==> config.mk <==
export PLATFORM = sky130hd
export DESIGN_NAME = adder_result_buffer
export DESIGN_NICKNAME = d
export VERILOG_FILES = /design/src/rtl/adder_result_buffer_pkg.sv /design/src/rtl/sync_fifo.sv /design/src/rtl/adder_result_buffer.sv
export SDC_FILE = /design/constraint.sdc
export NUM_CORES = 1
export LEC_CHECK = 0
export ABC_AREA = 1
export BUFFER_PORTS_ARGS = -buffer_cell sky130_fd_sc_hd__buf_2
export CAP_MARGIN = 25
export CORE_UTILIZATION = 60
export DETAILED_ROUTE_END_ITERATION = 10
export PLACE_DENSITY_LB_ADDON = 0.12
export SETUP_SLACK_MARGIN = 0.02
export SLEW_MARGIN = 15
export SYNTH_ARGS = -nofsm -noshare
export SYNTH_HDL_FRONTEND = slang
export SYNTH_SLANG_ARGS = --single-unit
==> constraint.sdc <==
create_clock -name CLK -period 4.4 [get_ports CLK]
set_input_delay 0.66 -clock CLK [delete_from_list [all_inputs] [get_ports CLK]]
set_output_delay 0.66 -clock CLK [all_outputs]
set_load 0.1 [all_outputs]
==> src/rtl/adder_result_buffer_pkg.sv <==
// Shared width helpers for the adder result buffer and its FIFO.
package adder_result_buffer_pkg;

    function automatic int result_width(input int data_w);
        return data_w + 1;
    endfunction

    function automatic int clog2(input int value);
        int r;
        r = 0;
        while ((1 << r) < value) r++;
        return r;
    endfunction

endpackage

==> src/rtl/sync_fifo.sv <==
// Synchronous FIFO with occupancy count; reads return zero while empty.
module sync_fifo
    import adder_result_buffer_pkg::*;
#(
    parameter int WIDTH = 5,
    parameter int DEPTH = 4
) (
    input  logic                  CLK,
    input  logic                  RST,
    input  logic                  wr_en,
    input  logic [WIDTH-1:0]      wr_data,
    input  logic                  rd_en,
    output logic [WIDTH-1:0]      rd_data,
    output logic [clog2(DEPTH):0] count
);

    localparam int PTR_W = clog2(DEPTH);

    logic [WIDTH-1:0] mem [DEPTH];
    logic [PTR_W-1:0] wr_ptr;
    logic [PTR_W-1:0] rd_ptr;
    logic             not_empty;
    logic             pop;

    assign not_empty = (count != '0);
    assign pop       = rd_en & not_empty;
    assign rd_data   = not_empty ? mem[rd_ptr] : '0;

    always_ff @(posedge CLK) begin
        if (wr_en) mem[wr_ptr] <= wr_data;
    end

    // Pointers wrap naturally because DEPTH is a power of two.
    always_ff @(posedge CLK) begin
        if (RST) begin
            wr_ptr <= '0;
            rd_ptr <= '0;
            count  <= '0;
        end else begin
            if (wr_en) wr_ptr <= wr_ptr + PTR_W'(1);
            if (pop)   rd_ptr <= rd_ptr + PTR_W'(1);
            case ({wr_en, pop})
                2'b10:   count <= count + 1'b1;
                2'b01:   count <= count - 1'b1;
                default: ;
            endcase
        end
    end

endmodule

==> src/rtl/adder_result_buffer.sv <==
// Captures {c, sum} from a fixed-latency adder and buffers it behind a
// valid/ready interface; upstream acceptance is credit-limited to FIFO space.
module adder_result_buffer
    import adder_result_buffer_pkg::*;
#(
    parameter int DATA_W  = 4,
    parameter int LATENCY = 3,
    parameter int DEPTH   = 4
) (
    input  logic                           CLK,
    input  logic                           RST,
    input  logic                           in_valid,
    output logic                           in_ready,
    input  logic [DATA_W-1:0]              sum,
    input  logic                           c,
    output logic                           out_valid,
    input  logic                           out_ready,
    output logic [result_width(DATA_W)-1:0] out_data,
    output logic [clog2(DEPTH):0]          level
);

    localparam int RES_W = result_width(DATA_W);
    localparam int LVL_W = clog2(DEPTH) + 1;

    logic [LATENCY-1:0] vld_p;
    logic [LVL_W-1:0]   credits;
    logic               fire;
    logic               pop;
    logic               wr_en;
    logic [RES_W-1:0]   wr_data;

    assign in_ready  = (credits != '0);
    assign fire      = in_valid & in_ready;
    assign out_valid = (level != '0);
    assign pop       = out_valid & out_ready;
    assign wr_en     = vld_p[LATENCY-1];
    assign wr_data   = {c, sum};

    // Valid delay line: stage k marks operands that entered the adder k+1 cycles ago.
    always_ff @(posedge CLK) begin
        if (RST) begin
            vld_p <= '0;
        end else begin
            vld_p[0] <= fire;
            for (int k = 1; k < LATENCY; k++) vld_p[k] <= vld_p[k-1];
        end
    end

    // Credits reserve a FIFO slot for every operand pair still in the adder.
    always_ff @(posedge CLK) begin
        if (RST) begin
            credits <= LVL_W'(DEPTH);
        end else begin
            case ({fire, pop})
                2'b10:   credits <= credits - 1'b1;
                2'b01:   credits <= credits + 1'b1;
                default: ;
            endcase
        end
    end

    always_ff @(posedge CLK) begin
        if (!RST) assert (!(wr_en && (level == LVL_W'(DEPTH))));
    end

    sync_fifo #(
        .WIDTH (RES_W),
        .DEPTH (DEPTH)
    ) u_fifo (
        .CLK     (CLK),
        .RST     (RST),
        .wr_en   (wr_en),
        .wr_data (wr_data),
        .rd_en   (pop),
        .rd_data (out_data),
        .count   (level)
    );

endmodule

### Yosys cells after proc, flatten, opt, wreduce, memory -nomap -nowiden

Memories as Yosys holds them, arrays and structs flattened. A register that Yosys moved wholly into a read port is not among the register bits.
Index checks and enable logic that the tools add are counted.

| operators by class | value |
|---|---|
| bitwise logic cells | 3 |
| mux-type cells | 7 |
| reduce and logical (&&, ||, !) cells | 4 |
| add/subtract/negate cells | 6 |
| equal/unequal tests | 4 |

Operators by type and width:

| kind | number |
|---|---|
| case mux 3 bit (2 select lines) | 2 |
| adder 3 x 1 -> 3 bit, second input constant | 2 |
| nonzero test 3 bit | 2 |
| subtractor 3 x 1 -> 3 bit, second input constant | 2 |
| two-way mux 5 bit | 1 |
| adder 2 x 1 -> 2 bit, second input constant | 2 |
| == test 2 x 1 -> 1 bit, second input constant | 2 |
| == test 2 bit, second input constant | 2 |
| two-way mux 2 bit | 2 |
| nonzero test 2 bit | 2 |
| AND 1 bit | 3 |
| two-way mux 1 bit | 2 |

| word-level totals | value |
|---|---|
| memory bits (writable) | 20 |
| memories | 1 |
| bits in registers | 13 |
| logic and storage cells | 30 |

Memory list:

| name | words | bits a word | rd ports | clocked after Yosys merged registers in | write ports | line | source |
|---|---|---|---|---|---|---|---|
| u_fifo.mem | 4 | 5 | 1 | 1 | 1 | sync_fifo.sv:19 | `logic [WIDTH-1:0] mem [DEPTH];` |

### Longest topological paths before layout

Gate-level depths: netlist of the first run.

| depth | value |
|---|---|
| word-level depth | 5 |
| mapped depth | 13 |
| depth with buffers taken out | 13 |

### Hierarchy

From an unflattened synthesis of the first run, not the netlist that was laid out.

| second synthesis, totals | value |
|---|---|
| cell total of the unflattened synthesis | 163 |
| area total of the unflattened synthesis | 1,542.7 um2 |

By module, submodules not included:

| module | times used | cells each | area each (um2) |
|---|---|---|---|
| sync_fifo | 1 | 127 | 1,262.5 |
| adder_result_buffer | 1 | 36 | 280.3 |

### Least setup slack after synthesis of the first run

OpenSTA, ideal clock, no wires.

| timing path | value |
|---|---|
| path type | register to output |
| start point | register u_fifo.count[0] |
| end point | output port out_data[0] |
| arrival time | 3.241 ns |
| data required time | 3.740 ns |
| path buffers | 0 |
| setup slack | 0.499 ns |
| cell stages (with the launch flop) | 5 |
| cell sequence | dfxtp_1 inv_1 nand3_4 inv_1 a21oi_1 |

| on the way | value |
|---|---|
| word-level cells in the longest chain between the ends | 2 |

Ends and longest elaborated chain:

| item | line | source |
|---|---|---|
| start: declaration | sync_fifo.sv:14 | `output logic [clog2(DEPTH):0] count` |
| start signal: assignment | sync_fifo.sv:43 | `2'b10: count <= count + 1'b1;` |
| start signal: assignment | sync_fifo.sv:44 | `2'b01: count <= count - 1'b1;` |
| nonzero test 3 bit | - |  |
| via out_valid | adder_result_buffer.sv:16 | `output logic out_valid,` |
| two-way mux 5 bit | sync_fifo.sv:27 | `assign rd_data = not_empty ? mem[rd_ptr] : '0;` |
| end: declaration | adder_result_buffer.sv:18 | `output logic [result_width(DATA_W)-1:0] out_data,` |

The timed path passes the listed nets, and every way through them passes these cells.

==> run metrics, run 1 <==
status complete, no violations; Max Slew Vio Count 0; CTS Hold Buffers Added 0; Yosys Warn Count 0; routability cong. 0.786; final setup vio count 0; CP endpoint kind output pin; drt pass-1 iters 5; Final Hold Fails 0; vias per cell 5.14; largest net degree at the start of global routing 14; PnR worst setup slack 1900 ps; Clock Tree Root clkbuf_4; Antenna diodes 0; RR Endpoint u_fifo.count[2]; area leader, netlist edfxtp_1; Min-Delay Startpoint vld_p[0]; Rows 17; pre-CTS WS 2280 ps; initial DRC count 37; nets@finish 199; Num CTS Buffers 5; worst-margin pin slew 485 ps; height of the die 52.3 um; Cell variety after synth 18; share of the synthesized area in the top cell type 39.5%; Final ANT Viol Nets 0; multi-input combinational cell area 508 um2; cell area after layout 1700 um2; grt total ovfl 0; period utilization a little under three fifths; Peak VDD IR 0.586 mV; met3 routed WL ~170 um; Clock Sinks 35; total core area 2300 um2; Initial Util 66.2%; layout cell share with drive strength beyond 1 a little under a fifth; Leak Pwr 0.774 nW; post-cts resize count 0; CP peak stage delay 530 ps; register share of total power 36.6%; top cell family by delay on the critical path buffers and inverters; Fillers 166; DP Area 1630 um2; Startpoint Class register; Max-cap violations 0; routed wl met2 1210 um; worst path cell trace clkinv_1 > nand2_1 > nand2_1 > nand2_1 > a21oi_1 > buf_2; r2r worst-path depth 12; sequential area share after synthesis 59.3%; hold crit path type register to register; Routed WL 2610 um; combinational power share 47.7%; Slowest-stage cell, CP dfxtp_1; Post-CTS Setup Bufs 0; drt wl/cell 12.4 um; DIE AREA around 2700 um2; CP bufs+invs 2; Max H-tree Level 2; CTS tree done; register bit total from synthesis 35; I/O Buffers 18; Internal 0.544 mW; number of global-route vias before repair around 960; Worst Hold Slack 414 ps; top post-synthesis cells by area edfxtp_1, dfxtp_1, nand2_1, inv_1, ha_1; Critical Path AT 1840 ps; Remaining DRCs 0; cell count after synthesis 158; Sw Share between 50% and 60%; Max Fclk 0.401 GHz; reg2reg setup slack approximately 2400 ps; met1 WL about 1200 um; first-pass GRT wire length 4090 um; Clock Tree Buf Depth 2; hold path cells 2; critical-path maximum fanout 11; post-DP HPWL approximately 1900 um; NetSw 0.574 mW; unrepaired setup endpoints after global routing no; Final Critical Period 2500 ps; CP required 3740 ps; Hold Path End vld_p[1]; syn nets 175; via count 1,084; clk_lat worst skew 340 ps; Reg clk slew, reported paths approximately 110 ps; clock skew 10.5 ps; Clk pwr share 15.7%; Most common cell on crit path nand2_1; P per Cell Area ~660 nW/um2; Mapped Area 1520 um2; gr usage total 22.0%; DIE WIDTH around 52 um; synthesized area per cell 9.62 um2; Reg-to-Reg Start u_fifo.count[0]; I/O pins 19; Slew headroom 67.9%; FF+latch area 901 um2; initial antenna violation count 0; synth-to-layout area growth 11.6%; crit path kind register to output pin; Setup TNS Final 0 ps; final core occ 73.9%; top sig layer met4
## logic make-up (layout without fill, tap and decap cells)
group                    Yosys count  after routing  synth area share (%)
AO/OA/AOI/OAI                     23             23                  7.57
adder cells (fa/ha/maj)            8              8                  7.57
buffers and inverters             27             52                  7.32
flip-flops                        35             35                  59.3
AND/OR/NAND/NOR                   65             65                  18.3
## power groups by stage
stage	registers (mW)	logic (mW)	clock network (mW)
after floorplan	0.464	0.402	0
after global placement	0.414	0.515	0
after detailed placement	0.417	0.530	0
after CTS	0.409	0.532	0.181
after global routing	0.415	0.571	0.192
final	0.409	0.533	0.176
## worst register-to-register path, cell delays in order, from the launching register on
cell,delay [ps]
dfxtp_1,350
inv_1,110
nand3_4,130
inv_1,140
nor2_1,190
ha_1,200
inv_1,70
fa_1,380
nand2_1,100
nand3_1,80
nand2_1,60
inv_1,40
nor2_1,90
## cells in the final DEF, fill, tap and decap left out, drive strengths merged, types with 5 or more instances in the layout
master,netlist,final
nand2,37,37
a21oi,12,12
clkbuf,0,5
dfxtp,15,15
nand3,5,5
o21ai,11,11
ha,6,6
nor2,21,21
edfxtp,20,20
buf,1,18
inv,25,25
## registers in the layout, indices dropped and copies added, names as in the netlist, named ones only
register and flops:
u_fifo.count 3, credits 3, u_fifo.rd_ptr 2, vld_p 3, u_fifo.mem 20, u_fifo.wr_ptr 2
## through the flow
stage / power [mW] / cells
after floorplan: 0.866 / 158
after detailed placement: 0.947 / 203
after CTS: 1.12 / 211
after global placement: 0.928 / 203
after global routing: 1.18 / 211
final: 1.12 / 211
## cells in the mapped netlist
library cell / n
o21ai_1: 5
o21ai_0: 6
inv_2: 1
nand3_1: 4
inv_4: 1
dfxtp_1: 15
nor2_2: 4
clkinv_1: 1
buf_6: 1
edfxtp_1: 20
fa_1: 2
ha_1: 6
nand3_4: 1
a21oi_1: 12
nand2_1: 37
nor2_1: 17
inv_1: 23
nand4_1: 2
## worst max-delay path by stage
stage                    startpoint           to  slack, ps  cells after the start
finish                     register  out_data[3]       1900                      6
global placement           register  out_data[2]       2380                      6
global route               register  out_data[0]       1730                      6
floorplan           u_fifo.count[0]  out_data[0]        500                      4
detailed placement         register  out_data[3]       2280                      6
CTS                        register  out_data[3]       1910                      6
## layout make-up
class	count	area share [%]
inverters	26	5.90
well taps	28	2.06
flip-flops and latches	35	53.1
clock buffers	5	2.21
multi-input cells	96	29.9
repair buffers	18	5.31
clock inverters	3	1.47
## routing by layer
metal	track usage, %	vias up
li1	-	557
met1	27.8	488
met2	32.3	35
met3	8.70	4
met4	11.4	0
met5	0	-
No activity file was read; power rests on OpenSTA's default activity.
==> run 2: changes to the inputs <==
CORE_UTILIZATION = 56   (was 60)
clock period = 2.36 ns   (was 4.4 ns; I/O delays follow)
==> run metrics, run 2 (synthesis gave the netlist of run 1 again) <==
status complete, no violations (unchanged); final core occ 71.9% (was 73.9%); CP endpoint kind output pin (unchanged); clock skew 6.75 ps (was 10.5 ps); CP peak stage delay 470 ps (was 530 ps); Clock Tree Root clkbuf_4 (unchanged); drt pass-1 iters 4 (was 5); Internal 1.17 mW (was 0.544 mW); hold path cells 2 (unchanged); gr usage total 20.6% (was 22.0%); I/O Buffers 18 (unchanged); post-cts resize count 0 (unchanged); Final Critical Period 2050 ps; Max-cap violations 0 (unchanged); reg2reg setup slack 590 ps (was 2410 ps); Max H-tree Level 2 (unchanged); Reg clk slew, reported paths 100 ps (was 110 ps); Final Hold Fails 0 (unchanged); largest register by flop count u_fifo.mem (unchanged); PnR worst setup slack 313 ps (was 1900 ps); Setup TNS Final 0 ps (unchanged); period utilization 86.8%; Min-Delay Startpoint RST (was vld_p[0]); register share of total power 34.2% (was 36.6%); most frequent cells in the layout nand2_1, edfxtp_1, buf_2, inv_1, nor2_1 (was nand2_1, inv_1, edfxtp_1, buf_2, nor2_1); Clk pwr share 17.8% (was 15.7%); Initial Util 60.3% (was 66.2%); Reg-to-Reg Start u_fifo.count[2] (was u_fifo.count[0]); Clock Tree Buf Depth 2 (unchanged); critical-path maximum fanout 11 (unchanged); initial antenna violation count 0 (unchanged); Slowest-stage cell, CP dfxtp_2 (was dfxtp_1); P per Cell Area 1260 nW/um2 (was 659 nW/um2); Startpoint Class register (unchanged); Rows 18 (was 17); final setup vio count 0 (unchanged); post-DP HPWL 1860 um (was 1920 um); layout cell share with drive strength beyond 1 29.3% (was 18.0%); Worst Hold Slack 223 ps (was 414 ps); Leak Pwr 0.791 nW (was 0.774 nW); height of the die 54.1 um (was 52.3 um); Total Power 2.28 mW (was 1.12 mW); r2r worst-path depth 12 (unchanged); multi-input combinational cell area 577 um2 (was 508 um2); DIE WIDTH 54.1 um (was 52.3 um); routability cong. 0.792 (was 0.786); Slew headroom 67.5% (was 67.9%); worst path cell trace clkinvlp_4 > o21ai_1 > a21oi_4 > buf_2 (was clkinv_1 > nand2_1 > nand2_1 > nand2_1 > a21oi_1 > buf_2); number of global-route vias before repair 975 (was 962); I/O pins 19 (unchanged); hold crit path type input pin to register (was register to register); Critical Path AT 1690 ps (was 1840 ps); grt total ovfl 0 (unchanged); Max Fclk 0.488 GHz; vias per cell 4.92 (was 5.14); Routed WL 2490 um (was 2610 um); nets@finish 200 (was 199); Remaining DRCs 0 (unchanged); RR Endpoint u_fifo.count[2] (unchanged); commonest non-fill, non-tap cell in the layout nand2_1 (unchanged); DIE AREA 2930 um2 (was 2740 um2); Num CTS Buffers 5 (unchanged); CTS tree done (unchanged); Final ANT Viol Nets 0 (unchanged); top cell family by delay on the critical path buffers and inverters (unchanged); crit path kind register to output pin (unchanged); worst-margin pin slew 490 ps (was 485 ps); combinational power share 48.0% (was 47.7%); synth-to-layout area growth 19.3% (was 11.6%); initial DRC count 17 (was 37); clk_lat worst skew 330 ps (was 340 ps); unrepaired setup endpoints after global routing no (unchanged); total core area 2520 um2 (was 2300 um2); Clock Sinks 35 (unchanged); Antenna diodes 0 (unchanged); drt wl/cell 11.6 um (was 12.4 um); CP bufs+invs 2 (unchanged); Max Slew Vio Count 0 (unchanged); NetSw 1.11 mW (was 0.574 mW); Hold Path End vld_p[1] (unchanged); CTS Hold Buffers Added 0 (unchanged); pre-CTS WS 429 ps (was 2280 ps); Largest register FFs 20 (unchanged); FF+latch area 913 um2 (was 901 um2); Sw Share 48.6% (was 51.3%); CP required 2010 ps (was 3740 ps); Fillers 195 (was 166); Peak VDD IR 1.27 mV (was 0.586 mV); first-pass GRT wire length 3980 um (was 4090 um); largest net degree at the start of global routing 12 (was 14); Post-CTS Setup Bufs 0 (unchanged); via count 1,052 (was 1,084)
## run 2: cell types whose count changed in the layout (fill, tap and decap cells not counted), sizes merged
| cell | before | now |
|---|---|---|
| buf | 18 | 19 |
| bufinv | 0 | 1 |
| clkinvlp | 1 | 2 |
| clkinv | 3 | 2 |
| inv | 25 | 24 |
## run 2: metrics by stage
stage,cells,instance area [um2]
after floorplan,158,1610
after global placement,206,1730
after detailed placement,206,1730
after CTS,214,1810
after global routing,214,1810
final,214,1810
## run 2: power by group through the flow
| stage | Clock [mW] | Combinational (mW) | Sequential [mW] |
|---|---|---|---|
| 2_1_floorplan | 0 | 0.847 | 0.882 |
| 3_3_place_gp | 0 | 1.08 | 0.787 |
| 3_5_place_dp | 0 | 1.10 | 0.793 |
| 4_1_cts | 0.422 | 1.10 | 0.778 |
| 5_1_grt | 0.443 | 1.18 | 0.796 |
| 6_report | 0.407 | 1.09 | 0.781 |
## run 2: how the worst max path moves through the flow
| stage | end | slack (ps) | depth (start not counted) |
|---|---|---|---|
| finish | out_data[4] | 310 | 4 |
| global placement | out_data[2] | 530 | 4 |
| CTS | out_data[4] | 50 | 4 |
| global route | out_data[4] | 180 | 6 |
| detailed placement | out_data[4] | 430 | 4 |
| floorplan | u_fifo.count[2] | -40 | 13 |
## run 2: layout make-up
cell class,count,area share [%]
repair buffers,19,5.38
clock buffers,5,2.07
multi-input cells,96,31.8
flip-flops and latches,35,50.3
well taps,30,2.07
clock inverters,3,2.14
inverters,26,6.21
## run 2: routing by layer
metal  global-route usage [%]  vias up  wire length (um)  share of wire (%)
met1                     22.5      472              1120                 45
li1                         -      562                 -                  -
met4                     12.0        0                51                2.0
met2                     33.7       14              1220                 49
met3                     8.19        4                96                3.9
met5                        0        -                 0                  0
==> run 3: changes to the inputs <==
CTS_BUF_LIST = sky130_fd_sc_hd__clkbuf_16   (was unset)
==> run metrics, run 3 (synthesis gave the netlist of run 1 again) <==
Clk pwr share 27.8% (was 17.8%); status complete, no violations (unchanged); CP endpoint kind output pin (unchanged); Initial Util 60.3% (unchanged); Final ANT Viol Nets 0 (unchanged); via count 1,053 (was 1,052); Sw Share 44.4% (was 48.6%); height of the die 54.1 um (unchanged); Largest register FFs 20 (unchanged); hold crit path type input pin to register (unchanged); period utilization 92.5% (was 86.8%); register share of total power 30.0% (was 34.2%); DP Cell Count 206 (unchanged); routability cong. 0.792 (unchanged); initial antenna violation count 0 (unchanged); final cell count without fillers 214 (unchanged); clock skew 1.62 ps (was 6.75 ps); largest register by flop count u_fifo.mem (unchanged); Reg clk slew, reported paths 50 ps (was 100 ps); Remaining DRCs 0 (unchanged); Max Slew Vio Count 0 (unchanged); Slew headroom 67.5% (about the same); first-pass GRT wire length 4060 um (was 3980 um); Max H-tree Level 2 (unchanged); number of global-route vias before repair 968 (was 975); DIE AREA 2930 um2 (unchanged); CTS tree done (unchanged); CP required 2010 ps (about the same); total core area 2520 um2 (unchanged); worst-margin pin slew 490 ps (about the same); commonest non-fill, non-tap cell in the layout nand2_1 (unchanged); Peak VDD IR 1.34 mV (was 1.27 mV); Worst Hold Slack 284 ps (was 223 ps); Clock Sinks 35 (unchanged); PnR worst setup slack 178 ps (was 313 ps); combinational power share 42.1% (was 48.0%); clk_lat worst skew 270 ps (was 330 ps); Internal 1.45 mW (was 1.17 mW); final setup vio count 0 (unchanged); Clock Tree Buf Depth 2 (unchanged); hold path cells 2 (unchanged); drt pass-1 iters 4 (unchanged); gr usage total 21.0% (was 20.6%); nets@finish 200 (unchanged); Num CTS Buffers 5 (unchanged); Rows 18 (unchanged); Clock Tree Root clkbuf_16 (was clkbuf_4); unrepaired setup endpoints after global routing no (unchanged); grt total ovfl 0 (unchanged); Startpoint Class register (unchanged); synth-to-layout area growth 25.0% (was 19.3%); Fillers 182 (was 195); Antenna diodes 0 (unchanged); drt wl/cell 12.1 um (was 11.6 um); r2r worst-path depth 12 (unchanged); I/O Buffers 18 (unchanged); pre-CTS WS 429 ps (unchanged); post-DP HPWL 1860 um (unchanged); P per Cell Area 1370 nW/um2 (was 1260 nW/um2); critical-path maximum fanout 11 (unchanged); largest net degree at the start of global routing 12 (unchanged); Final Critical Period 2180 ps (was 2050 ps); CTS Hold Buffers Added 0 (unchanged); Max Fclk 0.458 GHz (was 0.488 GHz); Final Hold Fails 0 (unchanged); I/O pins 19 (unchanged); Max-cap violations 0 (unchanged); final core occ 75.3% (was 71.9%); vias per cell 4.92 (about the same); initial DRC count 17 (unchanged); NetSw 1.16 mW (was 1.11 mW); DIE WIDTH 54.1 um (unchanged); Routed WL 2580 um (was 2490 um); most frequent cells in the layout nand2_1, edfxtp_1, buf_2, inv_1, nor2_1 (unchanged); Critical Path AT 1830 ps (was 1690 ps); crit path kind register to output pin (unchanged); Leak Pwr 0.829 nW (was 0.791 nW); layout cell share with drive strength beyond 1 28.8% (was 29.3%)
run 3: cell counts in the layout (fill, tap and decap cells not counted):
No cell type changed its count.
run 3: layout make-up:
cell class	instances	area [um2]	area share (%)
timing repair buffer	19	97.6	5.13
multi-input combinational	96	577	30.3
inverter	26	113	5.92
clock inverter	3	38.8	2.04
tap	30	37.5	1.97
sequential	35	912	48.0
clock buffer	5	125	6.58
run 3: metrics by stage:
stage	total power [mW]	TNS (ps)	cell area, um2
6_report	2.61	0	1900
5_1_grt	2.73	0	1900
4_1_cts	2.62	0	1900
3_5_place_dp	1.89	0	1730
3_3_place_gp	1.87	0	1730
2_1_floorplan	1.73	-71.9	1610
run 3: final timing paths:
path	from	endpoint	slack (ps)
max	register	out_data[4]	180
min	RST	vld_p[2]	280
max reg2reg	u_fifo.count[2]	u_fifo.count[2]	590
min reg2reg	vld_p[0]	vld_p[1]	410
run 3: worst max-delay path, cell delays in order (launching register included):
cell	delay, ps
dfxtp_1	570
clkinvlp_4	320
o21ai_1	290
a21oi_4	70
buf_2	290
run 3: timing repair:
item,CTS,global route
resized for setup,0,1
endpoints found under the setup margin,0,1
hold endpoints to repair,0,0
setup buffers,0,0
run 3: power by group through the flow:
| stage | sequential (mW) | clock (mW) | combinational (mW) |
|---|---|---|---|
| after floorplan | 0.882 | 0 | 0.847 |
| after global placement | 0.787 | 0 | 1.08 |
| after detailed placement | 0.793 | 0 | 1.10 |
| after CTS | 0.781 | 0.737 | 1.11 |
| after global routing | 0.797 | 0.756 | 1.18 |
| final | 0.783 | 0.725 | 1.10 |
run 3: layer usage:
layer / vias to the layer above / GRT usage [%] / routed length (um)
met5: - / 0 / 0
met4: 0 / 12.0 / 48
met3: 4 / 7.91 / 96
met2: 14 / 35.0 / 1260
met1: 475 / 22.8 / 1180
li1: 560 / - / -
